`config.mk`:
```
export PLATFORM = sky130hd
export DESIGN_NAME = keypad_scan
export DESIGN_NICKNAME = d
export VERILOG_FILES = /design/src/rtl/keypad_scan.sv
export SDC_FILE = /design/constraint.sdc
export NUM_CORES = 1
export LEC_CHECK = 0
export BUFFER_PORTS_ARGS = -buffer_cell sky130_fd_sc_hd__buf_2
export CAP_MARGIN = 30
export CORE_AREA = 5 5 78 80
export DETAILED_ROUTE_END_ITERATION = 8
export DIE_AREA = 0 0 83 85
export GPL_TIMING_DRIVEN = 0
export PLACE_DENSITY = 0.48
export SETUP_SLACK_MARGIN = 0.05
export SLEW_MARGIN = 5
export SYNTH_ARGS = -nofsm -noshare
export SYNTH_HDL_FRONTEND = slang
export SYNTH_SLANG_ARGS = --single-unit
```
`constraint.sdc`:
```
create_clock -name clk -period 2.6 [get_ports clk]
set_input_delay 0.52 -clock clk [delete_from_list [all_inputs] [get_ports clk]]
set_output_delay 0.52 -clock clk [all_outputs]
set_load 0.01 [all_outputs]
```
`src/rtl/keypad_scan.sv`:
```
// 4x4 key matrix scanner: drives one column low per slot, debounces the
// active-low rows and hands one key code per press to the consumer over valid/ready.
module keypad_scan #(
    parameter int SCAN_DIV     = 10_000,
    parameter int DEBOUNCE_CNT = 3
) (
    input  logic       clk,
    input  logic       clr_n,
    input  logic [3:0] row_in,
    output logic [3:0] col_out,
    output logic [3:0] key_code,
    output logic       key_valid,
    input  logic       key_ready,
    output logic       key_held,
    output logic       overrun
);

    localparam int TW = $clog2(SCAN_DIV);
    localparam int DW = $clog2(DEBOUNCE_CNT + 1);

    typedef enum logic [1:0] {
        SCAN     = 2'd0,
        DEBOUNCE = 2'd1,
        HELD     = 2'd2
    } state_t;

    state_t          state_q, state_d;
    logic [3:0]      row_meta_q, row_s_q;
    logic [TW-1:0]   tick_cnt_q, tick_cnt_d;
    logic [1:0]      col_q, col_d;
    logic [1:0]      row_sel_q, row_sel_d;
    logic [DW-1:0]   db_cnt_q, db_cnt_d;
    logic [DW-1:0]   rel_cnt_q, rel_cnt_d;
    logic [3:0]      key_code_q, key_code_d;
    logic            key_valid_q, key_valid_d;
    logic            key_held_q, key_held_d;
    logic            overrun_q, overrun_d;

    logic            tick;
    logic            emit;
    logic            sel_low;
    logic [1:0]      first_row;

    assign tick    = (tick_cnt_q == TW'(SCAN_DIV - 1));
    assign sel_low = ~row_s_q[row_sel_q];

    always_comb begin
        first_row = 2'd0;
        for (int i = 3; i >= 0; i--) begin
            if (!row_s_q[i]) first_row = 2'(i);
        end
    end

    always_comb begin
        state_d     = state_q;
        tick_cnt_d  = tick ? '0 : tick_cnt_q + 1'b1;
        col_d       = col_q;
        row_sel_d   = row_sel_q;
        db_cnt_d    = db_cnt_q;
        rel_cnt_d   = rel_cnt_q;
        key_code_d  = key_code_q;
        key_valid_d = key_valid_q;
        overrun_d   = overrun_q;
        emit        = 1'b0;

        if (tick) begin
            case (state_q)
                SCAN: begin
                    if (row_s_q == 4'hF) begin
                        col_d = col_q + 2'd1;
                    end else begin
                        row_sel_d = first_row;
                        db_cnt_d  = DW'(1);
                        state_d   = DEBOUNCE;
                    end
                end
                DEBOUNCE: begin
                    // Only the latched row matters; other rows cannot restart the count.
                    if (sel_low) begin
                        if (db_cnt_q + DW'(1) == DW'(DEBOUNCE_CNT)) begin
                            state_d   = HELD;
                            rel_cnt_d = '0;
                            emit      = 1'b1;
                        end else begin
                            db_cnt_d = db_cnt_q + DW'(1);
                        end
                    end else begin
                        state_d = SCAN;
                        col_d   = col_q + 2'd1;
                    end
                end
                HELD: begin
                    if (!sel_low) begin
                        if (rel_cnt_q + DW'(1) == DW'(DEBOUNCE_CNT)) begin
                            state_d   = SCAN;
                            rel_cnt_d = '0;
                            col_d     = col_q + 2'd1;
                        end else begin
                            rel_cnt_d = rel_cnt_q + DW'(1);
                        end
                    end else begin
                        rel_cnt_d = '0;
                    end
                end
                default: state_d = SCAN;
            endcase
        end

        // A new key may replace one being accepted on the same edge.
        if (emit) begin
            if (!key_valid_q || key_ready) begin
                key_code_d  = {row_sel_q, col_q};
                key_valid_d = 1'b1;
            end else begin
                overrun_d = 1'b1;
            end
        end else if (key_valid_q && key_ready) begin
            key_valid_d = 1'b0;
        end
    end

    assign key_held_d = (state_d == HELD);

    always_ff @(posedge clk or negedge clr_n) begin
        if (!clr_n) begin
            state_q     <= SCAN;
            row_meta_q  <= 4'hF;
            row_s_q     <= 4'hF;
            tick_cnt_q  <= '0;
            col_q       <= 2'd0;
            row_sel_q   <= 2'd0;
            db_cnt_q    <= '0;
            rel_cnt_q   <= '0;
            key_code_q  <= 4'd0;
            key_valid_q <= 1'b0;
            key_held_q  <= 1'b0;
            overrun_q   <= 1'b0;
        end else begin
            state_q     <= state_d;
            row_meta_q  <= row_in;
            row_s_q     <= row_meta_q;
            tick_cnt_q  <= tick_cnt_d;
            col_q       <= col_d;
            row_sel_q   <= row_sel_d;
            db_cnt_q    <= db_cnt_d;
            rel_cnt_q   <= rel_cnt_d;
            key_code_q  <= key_code_d;
            key_valid_q <= key_valid_d;
            key_held_q  <= key_held_d;
            overrun_q   <= overrun_d;
        end
    end

    for (genvar gi = 0; gi < 4; gi++) begin : g_col
        assign col_out[gi] = (col_q != 2'(gi));
    end

    assign key_code  = key_code_q;
    assign key_valid = key_valid_q;
    assign key_held  = key_held_q;
    assign overrun   = overrun_q;

endmodule

```
==> results.md <==
- Post-synth EDFFs: 0
- Post-Route WL: 3128 µm
- Initial antenna violation count: 0
- Starting density of the core: 33.12%
- Synth top cells by count: dfrtp_1 (31), nand2_1 (12), inv_1 (10)
- WL/cell: 12.77 µm
- CTS Sinks: 39
- Vias in the first global route: 1,254
- Crit end category: register
- Placed cells: 237
- Most numerous cell in the Yosys netlist: dfrtp_1
- Setup bufs post-CTS: 0
- CTS tree: yes
- Yosys reg bits: 39
- Number of port buffers: 17
- Tmin final: 2141 ps
- Synth async-reset ratio: 100.0%
- Area growth syn-to-layout: 16.56%
- Fin. Hold Viols: 0
- GR Util All Layers: 9.579%
- Cell count after synthesis: 148
- Detailed Place HPWL: 2292 µm
- Setup Skew: 3.735 ps
- Crit path DAT: 2310 ps
- LEAKAGE: 0.9552 nW
- ANT cells: 0
- Seq/Total Area, Yosys: 55.77%
- Max VDD drop: 0.2442 mV
- Die width: 83 µm
- Post-CTS sizing: 0
- Area share of the leading cell type in the synthesized netlist: 43.88%
- Via count: 1,183
- Worst slew pin tran: 841.1 ps
- Core Region: 5338 µm²
- Worst r2r path cells: 5
- Yosys warnings: 0
- CP Class: reg2reg
- Grt total ovfl: 0
- Bufs on Longest Clock Path: 2
- Worst Path Required: 2770 ps
- Crit-path cells: ha_1 -> and3_1 -> nand4_1 -> nor4_2 -> mux2_4
- MaxCap Viol Count: 0
- Largest net degree at the start of global routing: 40
- Critical path fanouts, max: 6
- Worst path top cell family by delay: simple AND/OR/NAND/NOR gates
- RSZ-0062 raised after global routing: false
- Rel. slew slack: 43.92%
- Delay of the slowest critical-path stage: 480 ps
- Post-synthesis cell type count: 40
- Syn avg cell area: 11.95 µm²
- Die extent in y: 85 µm
- Final setup violation count: 0
- Total Nets Final: 185
- Syn Nets: 161
- Die footprint: 7055 µm²
- Worst-Skew Late Latency: 280 ps
- CTS Hold Buffers Added: 0
- Inserted Clock Buffers: 5
- Synth area leaders: dfrtp_1 (44%), dfstp_2 (12%), ha_1 (4.2%)
- Pre-antenna DRT Iters: 4
- Max Transition Viols Final: 0
- Root Driver: clkbuf_8
- Vias per std cell: 4.829
- CP Depth: 5
- Hold Crit Class: in2async
- First-pass GRT wire length: 5630 µm
- Hold Slack: 327.5 ps
- Setup_tns: 0 ps
- Synth area leader: dfrtp_1
- Initial DRC count: 58
- H-tree depth: 2
- CTS clk-pin slew, worst paths: 70 ps
- Max Fclk: 467.1 MHz
- Worst path bufs/invs: 0
- Routability Congestion: 0.7752
- Io pins: 18
- Layout cells sized above 1: 28.32%
- Slowest cell on the critical path: nor4_2
- DRC viols: 0
- PD cells: 559.3 nW/µm²
- Synth Flop Type: dfrtp_1
- Post-Syn Area: 1768 µm²
- Crit start category: register
- Status: complete, no violations
- Fin cells: 245
- Tcrit/Tclk final: 82.35%
- Detail Route Antenna Nets: 0
- Row cnt: 27
## cell type report
class | count | area [µm²]
Sequential cell | 39 | 985.9
Multi-Input combinational cell | 97 | 735.7
Tap cell | 72 | 90.09
Buffer | 2 | 8.758
Clock buffer | 6 | 82.58
Clock inverter | 2 | 35.03
Fill cell | 554 | 3277
Timing Repair Buffer | 17 | 85.08
Inverter | 10 | 37.54
## registers in the layout, summed over array words and instances (netlist names), 2 cells and up
signal and count:
key_code 4, row_sel_q 2, row_meta_q 4, col_q 2
row_s_q 4, rel_cnt_q 2, state_q 2, db_cnt_q 2
tick_cnt_q 14
## metrics by stage
| stage | total power [mW] | cell area (µm²) | utilization [%] | setup WS [ps] |
|---|---|---|---|---|
| 6_report | 1.153 | 2061 | 38.61 | 458.9 |
| 3_5_place_dp | 0.6557 | 1943 | 36.40 | 443.5 |
| 3_3_place_gp | 0.6548 | 1943 | 36.40 | 479.2 |
| 5_1_grt | 1.192 | 2061 | 38.61 | 238.1 |
| 4_1_cts | 1.171 | 2061 | 38.61 | 428.4 |
| 2_1_floorplan | 0.6369 | 1768 | - | 752.6 |
## per-layer routing
layer	routed length (µm)	GRT usage, %	vias up	share of wire, %
li1	-	-	565	-
met1	1411	11.23	599	45
met2	1588	16.91	15	51
met3	95	2.718	4	3.0
met4	33	3.120	0	1.1
met5	0	0	-	0
## placed cells by master (no fill, tap or decap), types with 2 or more instances in the layout
cell      netlist  final
dfrtp_1        31     31
buf_2           1     18
nand2_1        12     12
inv_1          10     10
nor2_1          8      8
o31ai_1         8      8
dfstp_2         8      8
nand4_1         6      6
xnor2_1         6      6
ha_1            6      6
clkbuf_8        0      6
and3_1          5      5
mux2_2          5      5
a21oi_1         4      4
xor2_1          4      4
nand3_1         3      3
nor2b_1         2      2
nand2b_1        2      2
and4_1          2      2
a21boi_0        2      2
mux2i_1         2      2
o21ai_0         2      2
## final timing paths
kind,start,end,slack [ps]
max,tick_cnt_q[0],col_q[1],460
min,clr_n,tick_cnt_q[12],330
max reg2reg,tick_cnt_q[0],col_q[1],460
min reg2reg,row_meta_q[1],row_s_q[1],350
max in group asynchronous,clr_n,state_q[1],1730
min in group clk,row_in[0],row_meta_q[0],330
## cell families after synthesis
family / Yosys count / share of synthesized area (%)
AOI/OAI and AO/OA: 22 / 9.130
buffers and inverters: 12 / 2.618
adders and majority gates: 6 / 4.246
xor gates and xnor gates: 10 / 4.954
DFF: 39 / 55.77
muxes: 9 / 6.440
and+or+nand+nor: 50 / 16.84
## report_power, final
| part | internal, mW | leakage (nW) | switching [mW] |
|---|---|---|---|
| registers | 0.618 | 0.503 | 0.00423 |
| clock network | 0.310 | 0.0612 | 0.199 |
| logic | 0.00589 | 0.391 | 0.0151 |
Note: power is estimated with default switching activity, not from simulation.
